--- src/rtl/vga_fb_arbiter_if.sv ---
//==============================================================================
// Module   : vga_fb_arbiter_if
// Purpose  : Requester-side bus of the frame-buffer arbiter (write + read-back).
// Revision : 1.0 - initial release
//==============================================================================
`default_nettype none

interface vga_fb_arbiter_if #(
    parameter int ADDR_W = 15,
    parameter int PIX_W  = 12
);
    logic              wr_req;
    logic [ADDR_W-1:0] wr_addr;
    logic [PIX_W-1:0]  wr_data;
    logic              wr_ack;
    logic              rd_req;
    logic [ADDR_W-1:0] rd_addr;
    logic              rd_ack;
    logic [PIX_W-1:0]  rd_data;
    logic              rd_valid;

    modport master (
        output wr_req, wr_addr, wr_data, rd_req, rd_addr,
        input  wr_ack, rd_ack, rd_data, rd_valid
    );

    modport slave (
        input  wr_req, wr_addr, wr_data, rd_req, rd_addr,
        output wr_ack, rd_ack, rd_data, rd_valid
    );
endinterface

`default_nettype wire

--- src/rtl/vga_fb_arbiter.sv ---
//==============================================================================
// Module   : vga_fb_arbiter
// Purpose  : Single-port frame-buffer scheduler: one display slot per pixel
//            period, round-robin write/read-back sharing of the other cycles.
//            Optional macro FB_BLANK_SHARE_EN opens blanking slots to requesters.
// Revision : 1.0 - initial release
//==============================================================================
`default_nettype none

module vga_fb_arbiter #(
    parameter int IMG_W  = 160,
    parameter int IMG_H  = 120,
    parameter int SHIFT  = 2,
    parameter int PIX_W  = 12,
    parameter int ADDR_W = 15
) (
    input  wire                clk,
    input  wire                btnC,
    input  wire                clk_25_hi,
    input  wire  [9:0]         h_in,
    input  wire  [9:0]         v_in,
    input  wire                display,
    input  wire                hsync_in,
    input  wire                vsync_in,
    vga_fb_arbiter_if.slave    bus,
    output logic [ADDR_W-1:0]  mem_addr,
    output logic               mem_we,
    output logic [PIX_W-1:0]   mem_wdata,
    input  wire  [PIX_W-1:0]   mem_rdata,
    output logic [PIX_W-1:0]   rgb,
    output logic               hsync_out,
    output logic               vsync_out
);

    localparam logic [ADDR_W:0] c_pixels = (ADDR_W+1)'(IMG_W * IMG_H);

    typedef enum logic [1:0] {DT_NONE, DT_PIX, DT_BLANK} dtag_e;
    typedef enum logic [1:0] {RT_NONE, RT_READ, RT_OOR}  rtag_e;

    logic              r_slot;
    logic              r_rr_rd;
    dtag_e             r_dtag1, r_dtag2;
    rtag_e             r_rtag1, r_rtag2;
    logic [3:0]        r_hs, r_vs;

    logic              w_disp_slot;
    logic              w_blank_slot;
    logic              w_arb_open;
    logic              w_gnt_wr;
    logic              w_gnt_rd;
    logic              w_wr_ok;
    logic              w_rd_ok;
    logic [ADDR_W-1:0] w_disp_addr;

    assign w_disp_addr = ADDR_W'((32'(v_in) >> SHIFT) * IMG_W + (32'(h_in) >> SHIFT));
    assign w_wr_ok     = ({1'b0, bus.wr_addr} < c_pixels);
    assign w_rd_ok     = ({1'b0, bus.rd_addr} < c_pixels);

    always_comb begin
        w_disp_slot  = r_slot & display;
        w_blank_slot = r_slot & ~display;
`ifdef FB_BLANK_SHARE_EN
        w_arb_open   = ~w_disp_slot;
`else
        w_arb_open   = ~r_slot;
`endif
        w_gnt_wr = 1'b0;
        w_gnt_rd = 1'b0;
        if (w_arb_open) begin
            // Pointer set means the read side wins the next contested cycle
            if (bus.wr_req && bus.rd_req) begin
                w_gnt_rd = r_rr_rd;
                w_gnt_wr = ~r_rr_rd;
            end else begin
                w_gnt_wr = bus.wr_req;
                w_gnt_rd = bus.rd_req;
            end
        end
    end

    assign bus.wr_ack = w_gnt_wr;
    assign bus.rd_ack = w_gnt_rd;
    assign hsync_out  = r_hs[3];
    assign vsync_out  = r_vs[3];

    always_ff @(posedge clk or posedge btnC) begin
        if (btnC) begin
            r_slot       <= 1'b0;
            r_rr_rd      <= 1'b0;
            r_dtag1      <= DT_NONE;
            r_dtag2      <= DT_NONE;
            r_rtag1      <= RT_NONE;
            r_rtag2      <= RT_NONE;
            r_hs         <= '0;
            r_vs         <= '0;
            mem_addr     <= '0;
            mem_we       <= 1'b0;
            mem_wdata    <= '0;
            rgb          <= '0;
            bus.rd_data  <= '0;
            bus.rd_valid <= 1'b0;
        end else begin
            r_slot <= clk_25_hi;
            mem_we <= 1'b0;

            if (w_disp_slot) begin
                mem_addr <= w_disp_addr;
            end else if (w_gnt_wr) begin
                mem_addr  <= bus.wr_addr;
                mem_wdata <= bus.wr_data;
                mem_we    <= w_wr_ok;
            end else if (w_gnt_rd) begin
                mem_addr <= bus.rd_addr;
            end

            if (w_gnt_wr || w_gnt_rd) begin
                r_rr_rd <= ~r_rr_rd;
            end

            r_dtag1 <= w_disp_slot ? DT_PIX : (w_blank_slot ? DT_BLANK : DT_NONE);
            r_rtag1 <= w_gnt_rd ? (w_rd_ok ? RT_READ : RT_OOR) : RT_NONE;
            r_dtag2 <= r_dtag1;
            r_rtag2 <= r_rtag1;

            // Second tag stage lines up with RAM data for the grant two cycles back
            case (r_dtag2)
                DT_PIX:   rgb <= mem_rdata;
                DT_BLANK: rgb <= '0;
                default:  ;
            endcase

            bus.rd_valid <= (r_rtag2 != RT_NONE);
            case (r_rtag2)
                RT_READ: bus.rd_data <= mem_rdata;
                RT_OOR:  bus.rd_data <= '0;
                default: ;
            endcase

            r_hs <= {r_hs[2:0], hsync_in};
            r_vs <= {r_vs[2:0], vsync_in};
        end
    end

endmodule

`default_nettype wire

--- src/flat_wrapper.sv ---
// flat-port wrapper written by rule: the top's interface ports become plain ports
module vga_fb_arbiter_flat 
#(
    parameter int IMG_W  = 160,
    parameter int IMG_H  = 120,
    parameter int SHIFT  = 2,
    parameter int PIX_W  = 12,
    parameter int ADDR_W = 15
)
  (clk, btnC, clk_25_hi, h_in, v_in, display, hsync_in, vsync_in, mem_addr, mem_we, mem_wdata, mem_rdata, rgb, hsync_out, vsync_out, bus_wr_req, bus_wr_addr, bus_wr_data, bus_rd_req, bus_rd_addr, bus_wr_ack, bus_rd_ack, bus_rd_data, bus_rd_valid);
  vga_fb_arbiter_if #(.ADDR_W(ADDR_W), .PIX_W(PIX_W)) bus_i ();
  input  wire clk;
  input  wire btnC;
  input  wire clk_25_hi;
  input  wire  [9:0] h_in;
  input  wire  [9:0] v_in;
  input  wire display;
  input  wire hsync_in;
  input  wire vsync_in;
  output logic [ADDR_W-1:0] mem_addr;
  output logic mem_we;
  output logic [PIX_W-1:0] mem_wdata;
  input  wire  [PIX_W-1:0] mem_rdata;
  output logic [PIX_W-1:0] rgb;
  output logic hsync_out;
  output logic vsync_out;
  input wire logic [$bits(bus_i.wr_req)-1:0] bus_wr_req;
  input wire logic [$bits(bus_i.wr_addr)-1:0] bus_wr_addr;
  input wire logic [$bits(bus_i.wr_data)-1:0] bus_wr_data;
  input wire logic [$bits(bus_i.rd_req)-1:0] bus_rd_req;
  input wire logic [$bits(bus_i.rd_addr)-1:0] bus_rd_addr;
  output wire logic [$bits(bus_i.wr_ack)-1:0] bus_wr_ack;
  output wire logic [$bits(bus_i.rd_ack)-1:0] bus_rd_ack;
  output wire logic [$bits(bus_i.rd_data)-1:0] bus_rd_data;
  output wire logic [$bits(bus_i.rd_valid)-1:0] bus_rd_valid;
  assign bus_i.wr_req = bus_wr_req;
  assign bus_i.wr_addr = bus_wr_addr;
  assign bus_i.wr_data = bus_wr_data;
  assign bus_i.rd_req = bus_rd_req;
  assign bus_i.rd_addr = bus_rd_addr;
  assign bus_wr_ack = bus_i.wr_ack;
  assign bus_rd_ack = bus_i.rd_ack;
  assign bus_rd_data = bus_i.rd_data;
  assign bus_rd_valid = bus_i.rd_valid;
  vga_fb_arbiter #(.IMG_W(IMG_W), .IMG_H(IMG_H), .SHIFT(SHIFT), .PIX_W(PIX_W), .ADDR_W(ADDR_W)) u_core (.clk(clk), .btnC(btnC), .clk_25_hi(clk_25_hi), .h_in(h_in), .v_in(v_in), .display(display), .hsync_in(hsync_in), .vsync_in(vsync_in), .bus(bus_i), .mem_addr(mem_addr), .mem_we(mem_we), .mem_wdata(mem_wdata), .mem_rdata(mem_rdata), .rgb(rgb), .hsync_out(hsync_out), .vsync_out(vsync_out));
endmodule
--- config.mk ---
export PLATFORM = sky130hd
export DESIGN_NAME = vga_fb_arbiter_flat
export DESIGN_NICKNAME = d
export VERILOG_FILES = /design/src/rtl/vga_fb_arbiter_if.sv /design/src/rtl/vga_fb_arbiter.sv /design/src/flat_wrapper.sv
export SDC_FILE = /design/constraint.sdc
export NUM_CORES = 1
export LEC_CHECK = 0
export BUFFER_PORTS_ARGS = -buffer_cell sky130_fd_sc_hd__buf_2
export CORE_ASPECT_RATIO = 1.1
export CORE_MARGIN = 2
export CORE_UTILIZATION = 49
export DETAILED_ROUTE_END_ITERATION = 6
export PLACE_DENSITY_LB_ADDON = 0.12
export SYNTH_ARGS = -nofsm -noshare
export SYNTH_HDL_FRONTEND = slang
export SYNTH_SLANG_ARGS = --single-unit
--- constraint.sdc ---
create_clock -name clk -period 2.6 [get_ports clk]
set_clock_uncertainty 0.1 [all_clocks]
set_input_delay 0.13 -clock clk [delete_from_list [all_inputs] [get_ports clk]]
set_output_delay 0.13 -clock clk [all_outputs]
set_load 0.05 [all_outputs]
==> out/qor.txt, run 1 <==
Port bufs - 134
Reg clk slew, reported paths - 0.07 ns
Worst path cell trace - buf_2 > ha_1 > ha_1 > inv_1 > fa_1 > xnor2_1 > nand2b_1 > nor4_4 > nand3_1 > xnor2_1 > o221ai_1
Maximum number of pins on one net before global-route repair - 34
Root Buffer - clkbuf_8
Worst path buffer plus inverter count - 2
H-tree Lvls - 3
Max-slew violations - 0
Mux share of post-synthesis cell area - 0.0827
DRT iter0 DRCs - 44
RR Endpoint - u_core.mem_we
Mapped Nets - 435
Fraction of registers with async set/reset - 1.00
Max incr delay on CP - 0.39 ns
Cell Area, Synth - 0.00346 mm2
Crit Path Class - input pin to flop
DRC - 0
Xor and xnor area share after synthesis - 0.0253
GR Overflow Total - 0
Top FF cell, synth - dfrtp_1
Post_cts resized - 0
Warnings, synthesis - 0
Post-CTS Setup Inserts - 0
RSZ-0062 raised after global routing - no
Die X - 84.2 um
Post-layout min period - 2.13 ns
Hold Path Depth - 3
Post-Synth Simple-Gate Area - 0.125
Clock share of power - 0.243
WL per Instance - 14.0 um
Number of enable flip-flop cells after synthesis - 0
Post-DRT Antenna Nets - 0
Worst path top cell family by delay - adder cells
Sw frac - 0.426
VDD IR max - 0.761 mV
Die Area - 0.00776 mm2
Final TNS setup - 0 ns
Normalized max-slew margin - 0.360
P&R area growth vs syn - 40.2%
Initial core utilization - 0.500
Reg2Reg Setup Slack - 0.62 ns
Pleak - 2.43 nW
CTS buffer count - 9
WP data arrival - 2.23 ns
Status - finished, final reports clean
Internal power - 2.36 mW
Nets - 612
Pre-antenna DRT Iters - 4
Vias per std cell - 4.99
Worst Hold Margin - 0.0330 ns
Clock Latency Late Sink - 0.34 ns
Crit path launch - v_in[3]
Comb pwr share - 0.403
Finish-stage setup viols - 0
CORE AREA - 0.00693 mm2
Hold buffer count at cts - 38
Distinct cells, synth - 43
Sequential-to-total area share from yosys stat - 0.513
Initial antenna violation count - 0
Synth Area in Compound Gates - 0.133
Worst Tran Pin Value - 0.960 ns
Total Routing Usage GR - 0.225
Hold Fails Final Rpt - 0
I/O pin count - 139
Chip height - 92.2 um
Fin util - 0.701
PwrDens - 847 mW/mm2
Fin crit share - 0.818
CTS Buffer Depth - 2
Placed Area - 0.00425 mm2
CP Capture Type - flop
Cells after synthesis - 333
Switch Pwr - 1.75 mW
CP Launch Type - input pin
Worst Hold Endpoint - u_core.mem_addr[12]
Largest family of logic cells by synthesized area - compound AO/OA/AOI/OAI gates
Routability Congestion - 0.777
Post-Route WL - 8.43 mm
Site row count - 32
CP max-delay cell - fa_1
Max Cap Viol - 0
Worst r2r src - u_core.r_rr_rd
Sequential fraction of design power - 0.354
Share of cells above drive strength 1 - 0.340
Via count - 2991
Fill count - 560
Hold Path Origin - bus_rd_addr[12]
First-pass GRT wire length - 13.8 mm
Avg Cell Area, Syn - 10.4 um2
Final instance area - 0.00486 mm2
TritonCTS clock tree - built
Synthesis-stage register bit count - 71
Worst Path Max Fanout - 3
Detailed placer's ending HPWL - 6.04 mm
Adder-Cell Fraction of Synth Area - 0.0766
CTS Sinks - 71
Vias in the first global route - 2990
Critical Path RT - 2.70 ns
Hold WC Path Type - input pin to flop
Fmax achieved - 470 MHz
Reg2reg path depth - 4
Ant diodes - 0
[worst max-delay path by stage]
| stage | end | slack [ns] | depth (start not counted) |
|---|---|---|---|
| 2_1_floorplan | u_core.mem_addr[14] | 0.32 | 10 |
| 3_3_place_gp | u_core.mem_addr[14] | 0.15 | 11 |
| 3_5_place_dp | u_core.mem_addr[14] | 0.09 | 11 |
| 4_1_cts | u_core.mem_addr[14] | 0.46 | 11 |
| 5_1_grt | u_core.mem_addr[14] | 0.27 | 11 |
| 6_report | u_core.mem_addr[14] | 0.47 | 11 |
[tightest hold or removal path, delay by kind of cell]
family	cells	cell delay, ns
mux	1	0.06
buf+inv	1	0.09
compound gates	1	0.15
[placed cells by master, fill, tap and decap left out, types with 6 or more instances in the layout]
| cell | count |
|---|---|
| ha_1 | 18 |
| o21ai_0 | 26 |
| nor2_1 | 22 |
| nand2_1 | 40 |
| nand2b_1 | 13 |
| inv_1 | 27 |
| o21ai_1 | 10 |
| a21oi_1 | 13 |
| mux2i_1 | 14 |
| dfrtp_1 | 71 |
| buf_4 | 6 |
| dlygate4sd3_1 | 38 |
| buf_2 | 134 |
| mux2_2 | 13 |
| clkbuf_8 | 9 |
| xnor2_1 | 7 |
[stage by stage]
step / std cells / setup WS (ns) / power, mW
2_1_floorplan: 333 / 0.324 / 2.67
3_3_place_gp: 546 / 0.148 / 3.06
6_report: 600 / 0.473 / 4.11
5_1_grt: 600 / 0.270 / 4.31
3_5_place_dp: 546 / 0.0861 / 3.09
4_1_cts: 600 / 0.459 / 4.15
[cells in the mapped netlist, types with 9 or more instances]
cell type,instances,area [um2]
nor2_1,22,82.6
dfrtp_1,71,1780
nand2b_1,13,81.3
o21ai_0,26,130
a21oi_1,13,65.1
clkbuf_1,9,33.8
inv_1,28,105
o21ai_1,10,50.1
nand2_1,40,150
mux2i_1,14,140
ha_1,18,225
mux2_2,13,146
[cell type report]
| type | instances | area (um2) | area share |
|---|---|---|---|
| Sequential cell | 71 | 1780 | 0.366 |
| Timing Repair Buffer | 178 | 1100 | 0.226 |
| Tap cell | 85 | 106 | 0.0219 |
| Clock buffer | 9 | 124 | 0.0255 |
| Inverter | 28 | 105 | 0.0216 |
| Multi-Input combinational cell | 222 | 1540 | 0.318 |
| Clock inverter | 7 | 105 | 0.0216 |
[power groups by stage]
stage	clock, mW	sequential, mW	combinational, mW
finish	1.00	1.46	1.66
CTS	1.03	1.45	1.67
floorplan	0	2.21	0.458
global route	1.07	1.49	1.76
global placement	0	1.46	1.60
detailed placement	0	1.48	1.62
[layer usage]
layer	up-vias	global-route usage	share of wire	routed length, um
li1	1482	-	-	-
met5	-	0	0	0
met3	14	0.0504	0.051	426
met1	1414	0.266	0.41	3430
met2	81	0.401	0.52	4410
met4	0	0.0793	0.019	163
[sequential cells by signal, summed over array words and instances, names as in the netlist]
name                 cells
u_core.bus.rd_data      12
u_core.bus.rd_valid      1
u_core.mem_addr         15
u_core.mem_wdata        12
u_core.mem_we            1
u_core.r_dtag1           2
u_core.r_dtag2           2
u_core.r_hs              4
u_core.r_rr_rd           1
u_core.r_rtag1           2
u_core.r_rtag2           2
u_core.r_slot            1
u_core.r_vs              4
u_core.rgb              12
[cells by family after synthesis]
family	Yosys count
compound gates	74
xor+xnor	10
fa+ha+maj	20
buf+inv	40
flops	71
mux	27
simple gates	91
(Power assumes the default switching activity.)
==> inputs of run 2 (changes only) <==
==> constraint.sdc (replaced) <==
create_clock -name clk -period 2.2 [get_ports clk]
set_clock_uncertainty 0.1 [all_clocks]
set_input_delay 0.11 -clock clk [delete_from_list [all_inputs] [get_ports clk]]
set_output_delay 0.11 -clock clk [all_outputs]
set_load 0.05 [all_outputs]
==> run 2 against run 1 <==
Routed wire length grew 0.17%. Final area rose by 2.4%. Die area did not move. Utilization is 1.7 points higher. First-iteration DRC count is 30% higher. Sequential share of layout area decreased by 0.85 points. Critical path type unchanged. Largest cell class unchanged. Largest power group unchanged. Highest routed layer unchanged.
==> out/qor.txt, run 2 (synthesis gave the netlist of run 1 again) <==
CTS Sinks - 71 (unchanged)
Die Area - 0.00776 mm2 (unchanged)
First-pass GRT wire length - 14.0 mm (+1.3%)
Vias in the first global route - 3042 (+1.7%)
CORE AREA - 0.00693 mm2 (unchanged)
Sw frac - 0.431 (+0.00450)
DRC - 0 (unchanged)
Top reg by flops - u_core.mem_addr
Most common cell after layout, fill and taps aside - buf_2
Final TNS setup - 0 ns (unchanged)
Total Routing Usage GR - 0.228 (+0.00326)
Max reg flops - 15 (unchanged)
CTS Buffer Depth - 2 (unchanged)
Initial antenna violation count - 0 (unchanged)
RSZ-0062 raised after global routing - no
Port bufs - 134 (unchanged)
Worst Path Max Fanout - 2 (-1)
TritonCTS clock tree - built
CP Capture Type - flop
Max-slew violations - 0 (unchanged)
Critical Path RT - 2.30 ns (-0.40 ns)
Status - finished, final reports clean
Pre-antenna DRT Iters - 4 (unchanged)
Post-CTS Setup Inserts - 0 (unchanged)
Normalized max-slew margin - 0.570 (+0.210)
Max Cap Viol - 0 (unchanged)
Share of cells above drive strength 1 - 0.363 (+0.0231)
Nets - 626 (+2.3%)
Hold Fails Final Rpt - 0 (unchanged)
Chip height - 92.2 um (unchanged)
Met2 WL post-DR - 4.40 mm (-0.14%)
Pleak - 2.50 nW (+2.9%)
Metal1 wirelength - 3.34 mm (-2.7%)
Via count - 3040 (+1.6%)
Hold WC Path Type - input pin to flop
Reg clk slew, reported paths - 0.07 ns (about the same)
CTS buffer count - 9 (unchanged)
Fin crit share - 0.900
Commonest non-fill, non-tap cells in the layout - buf_2 (134), dfrtp_1 (71), nand2_1 (40)
Hold Path Depth - 3 (unchanged)
Post-DRT Antenna Nets - 0 (unchanged)
Initial core utilization - 0.500 (unchanged)
H-tree Lvls - 3 (unchanged)
Site row count - 32 (unchanged)
Top Layer Used - met4
Wire length on met3 - 471 um (+11%)
Ant diodes - 0 (unchanged)
Worst Tran Pin Value - 0.644 ns (-0.316 ns)
Post-Route WL - 8.44 mm (+0.17%)
Comb pwr share - 0.424 (+0.021)
Die X - 84.2 um (unchanged)
Fmax achieved - 505 MHz
Reg2reg path depth - 4 (unchanged)
Sequential fraction of design power - 0.361 (+0.007)
P&R area growth vs syn - 43.5%
PwrDens - 957 mW/mm2 (+13%)
GR Overflow Total - 0 (unchanged)
WL per Instance - 13.7 um (-2.1%)
Root Buffer - clkbuf_8
Non-Filler Instances - 614 (+2.3%)
Clock share of power - 0.214 (-0.029)
CP Launch Type - input pin
Maximum number of pins on one net before global-route repair - 31 (-8.8%)
Switch Pwr - 2.05 mW (+17%)
Vias per std cell - 4.95 (-0.68%)
Post-layout min period - 1.98 ns
Internal power - 2.71 mW (+15%)
WP data arrival - 2.08 ns (-0.15 ns)
Crit Path Class - input pin to flop
Total power - 4.76 mW (+16%)
Placed cells - 560 (+2.6%)
DRT iter0 DRCs - 57 (+30%)
VDD IR max - 0.727 mV (-4.5%)
Clock Latency Late Sink - 0.34 ns (about the same)
Detailed placer's ending HPWL - 6.21 mm (+2.7%)
Routability Congestion - 0.781 (+0.51%)
Finish-stage setup viols - 0 (unchanged)
I/O pin count - 139 (unchanged)
## run 2: power groups by stage
stage	Sequential (mW)	Clock [mW]	Combinational, mW
2_1_floorplan	2.62	0	0.554
3_3_place_gp	1.73	0	1.94
3_5_place_dp	1.74	0	1.98
4_1_cts	1.72	1.04	2.03
5_1_grt	1.76	1.11	2.16
6_report	1.72	1.02	2.02
## run 2: final cells by class
cell class	count	area (um2)
fill	542	1950
sequential	71	1780
multi-input combinational	222	1560
timing repair buffer	192	1230
clock buffer	9	124
tap	85	106
inverter	28	105
clock inverter	7	72.6
## run 2: worst max-delay path, stage by stage
cell and delay (ns):
buf_2 0.11, ha_1 0.27, ha_1 0.16, inv_1 0.06, fa_2 0.37, xnor2_2 0.24
nand2b_4 0.08, nor4_4 0.27, nand3_1 0.12, xnor2_1 0.16, o221ai_1 0.14
## run 2: worst paths after layout
kind / slack [ns] / startpoint / end
min in group asynchronous: 0.30 / btnC / u_core.r_vs[3]
hold / removal: 0.01 / bus_rd_addr[13] / u_core.mem_addr[13]
hold reg to reg: 0.25 / u_core.r_rtag1[1] / u_core.r_rtag2[1]
setup reg to reg: 0.27 / u_core.r_rr_rd / u_core.mem_we
setup / recovery: 0.22 / v_in[5] / u_core.mem_addr[14]
max in group asynchronous: 1.10 / btnC / u_core.mem_wdata[1]
## run 2: per-stage QoR
stage	setup WS, ns	util	area (um2)	hold WS, ns
after CTS	0.216	0.718	4970	0.0104
after detailed placement	-0.148	0.635	4400	0.120
after floorplan	0.00189	-	3480	0.0414
final	0.220	0.718	4970	0.0149
after global routing	0.0305	0.718	4970	0.0264
after global placement	-0.0901	0.635	4400	0.118
## run 2: timing repair
action / in CTS / in global routing
hold buffers: 38 / 0
gates resized for setup: 0 / 0
endpoints found under the hold margin: 75 / 0
## run 2: metal layers
| metal | vias to the layer above | track usage |
|---|---|---|
| li1 | 1512 | - |
| met1 | 1408 | 0.263 |
| met2 | 100 | 0.403 |
| met3 | 20 | 0.0522 |
| met4 | 0 | 0.101 |
| met5 | - | 0 |
==> inputs of run 3 (changes only) <==
==> constraint.sdc (replaced) <==
create_clock -name clk -period 2.2 [get_ports clk]
set_clock_uncertainty 0.1 [all_clocks]
set_input_delay 0.33 -clock clk [delete_from_list [all_inputs] [get_ports clk]]
set_output_delay 0.33 -clock clk [all_outputs]
set_load 0.05 [all_outputs]
==> run 3 against run 2 <==
Utilization down 3.2 points. First-iteration DRC count up 51%. Fmax decreased by 8.7%. Critical path depth stayed put. Sequential power about the same. Global-route usage shrank 2.6 points. Worst setup slack worse by 0.19 ns. Final area shrank 4.4%. Sequential cell count unchanged. Combinational power is essentially flat. Total power is 2.0% higher. Sequential share of layout area increased by 1.7 points. Critical path type unchanged. Largest cell class unchanged. Largest power group unchanged.
==> out/qor.txt, run 3 (synthesis gave the netlist of run 1 again) <==
Status - finished, final reports clean
Setup WS pre-CTS - -0.328 ns (-0.180 ns)
Clock Latency Late Sink - 0.33 ns (about the same)
Normalized max-slew margin - 0.447 (-0.122)
CTS buffer count - 9 (unchanged)
Post-route setup slack - 0.0304 ns (-0.189 ns)
PwrDens - 1020 mW/mm2 (+6.7%)
Worst Hold Margin - 0.0773 ns (+0.0624 ns)
Die Area - 0.00776 mm2 (unchanged)
Final TNS setup - 0 ns (unchanged)
Most common cell after layout, fill and taps aside - buf_2
Die X - 84.2 um (unchanged)
H-tree Lvls - 3 (unchanged)
Vias in the first global route - 2786 (-8.4%)
Post-layout min period - 2.17 ns (+0.189 ns)
Total power - 4.86 mW (+2.0%)
Port bufs - 134 (unchanged)
Pleak - 2.39 nW (-4.3%)
Worst Tran Pin Value - 0.827 ns (+0.183 ns)
CTS Sinks - 71 (unchanged)
Maximum number of pins on one net before global-route repair - 72 (+130%)
Crit Path Class - input pin to flop
Max Cap Viol - 0 (unchanged)
Vias per std cell - 5.02 (+1.3%)
Fin crit share - 0.986 (+0.0861)
Via count - 2935 (-3.5%)
DRT iter0 DRCs - 86 (+51%)
Nets - 597 (-4.6%)
I/O pin count - 139 (unchanged)
Worst Path Max Fanout - 2 (unchanged)
Detailed placer's ending HPWL - 5.89 mm (-5.1%)
Ant diodes - 0 (unchanged)
CTS Buffer Depth - 2 (unchanged)
Chip height - 92.2 um (unchanged)
Total Routing Usage GR - 0.203 (-0.0255)
Commonest non-fill, non-tap cells in the layout - buf_2 (134), dfrtp_1 (71), nand2_1 (40)
Finish-stage setup viols - 0 (unchanged)
WL per Instance - 13.3 um (-3.6%)
GR Overflow Total - 0 (unchanged)
Pre-antenna DRT Iters - 5 (+1)
Max reg flops - 15 (unchanged)
Max-slew violations - 0 (unchanged)
CP Launch Type - input pin
Critical Path RT - 2.29 ns (about the same)
Share of cells above drive strength 1 - 0.406 (+0.0431)
Reg clk slew, reported paths - 0.08 ns (about the same)
Worst r2r src - u_core.r_rtag2[1]
Crit path launch - v_in[5]
Final instance area - 0.00475 mm2 (-4.4%)
Hold Path Depth - 2 (-1)
Root Buffer - clkbuf_8
VDD IR max - 0.661 mV (-9.1%)
P&R area growth vs syn - 37.2%
RSZ-0062 raised after global routing - yes
Reg2reg path depth - 5 (+1)
DRC - 0 (unchanged)
Initial antenna violation count - 0 (unchanged)
Hold Path Origin - display
Placed Area - 0.00445 mm2 (+1.3%)
Site row count - 32 (unchanged)
Hold WC Path Type - input pin to flop
Hold Fails Final Rpt - 0 (unchanged)
Top reg by flops - u_core.mem_addr
WP data arrival - 2.26 ns (+0.18 ns)
CP Capture Type - flop
TritonCTS clock tree - built
CORE AREA - 0.00693 mm2 (unchanged)
First-pass GRT wire length - 12.6 mm (-10%)
Post-Route WL - 7.76 mm (-8.1%)
Fmax achieved - 461 MHz (-8.7%)
Routability Congestion - 0.842 (+7.7%)
Initial core utilization - 0.500 (unchanged)
Post-DRT Antenna Nets - 0 (unchanged)
==> run 3: changes by cell type in the layout (fill, tap and decap cells not counted), moves of 2 or more <==
cell / delta
buf_4: +5
dlygate4sd3_1: -34
ha_1: -2
ha_4: +2
==> run 3: path summary, 6_finish.rpt <==
path,end,slack (ns)
max,u_core.mem_addr[14],0.03
min,u_core.r_dtag1[1],0.08
max reg2reg,u_core.bus.rd_data[9],0.43
min reg2reg,u_core.r_rtag2[1],0.24
max in group asynchronous,u_core.mem_wdata[8],1.17
min in group asynchronous,u_core.mem_wdata[2],0.53
==> run 3: what timing repair did <==
action | in CTS | in global routing
gates resized for setup | 0 | 6
hold buffers | 4 | 0
endpoints found under the hold margin | 52 | 0
setup buffers | 0 | 1
setup endpoints to repair | 0 | 2
==> run 3: area by class of cell <==
type | instances | area (um2)
fill | 584 | 2170
sequential | 71 | 1780
multi-input combinational | 222 | 1620
timing repair buffer | 163 | 923
clock buffer | 9 | 124
inverter | 28 | 109
tap | 85 | 106
clock inverter | 7 | 95.1
==> run 3: stage by stage <==
step,std cells,utilization
finish,585,0.686
global route,585,0.686
CTS,584,0.680
detailed placement,564,0.643
global placement,564,0.643
floorplan,333,-
==> run 3: critical path, cell delays in order <==
cell,delay [ns]
buf_2,0.12
ha_4,0.27
ha_4,0.12
inv_2,0.03
fa_2,0.40
nor2b_4,0.15
buf_4,0.12
o311ai_2,0.09
o311a_1,0.32
xnor2_1,0.18
o221ai_1,0.13
==> run 3: routing by layer <==
| metal | GRT usage | up-vias | share of wire |
|---|---|---|---|
| li1 | - | 1452 | - |
| met1 | 0.249 | 1378 | 0.42 |
| met2 | 0.342 | 89 | 0.50 |
| met3 | 0.0495 | 16 | 0.056 |
| met4 | 0.0833 | 0 | 0.025 |
| met5 | 0 | - | 0 |
==> run 3: report_power, final <==
group | total, mW | leakage [nW] | internal [mW] | switching (mW)
Clock | 1.14 | 0.110 | 0.640 | 0.495
Combinational | 2.01 | 1.41 | 0.592 | 1.41
Sequential | 1.71 | 0.871 | 1.58 | 0.138
Total | 4.86 | 2.39 | 2.81 | 2.05
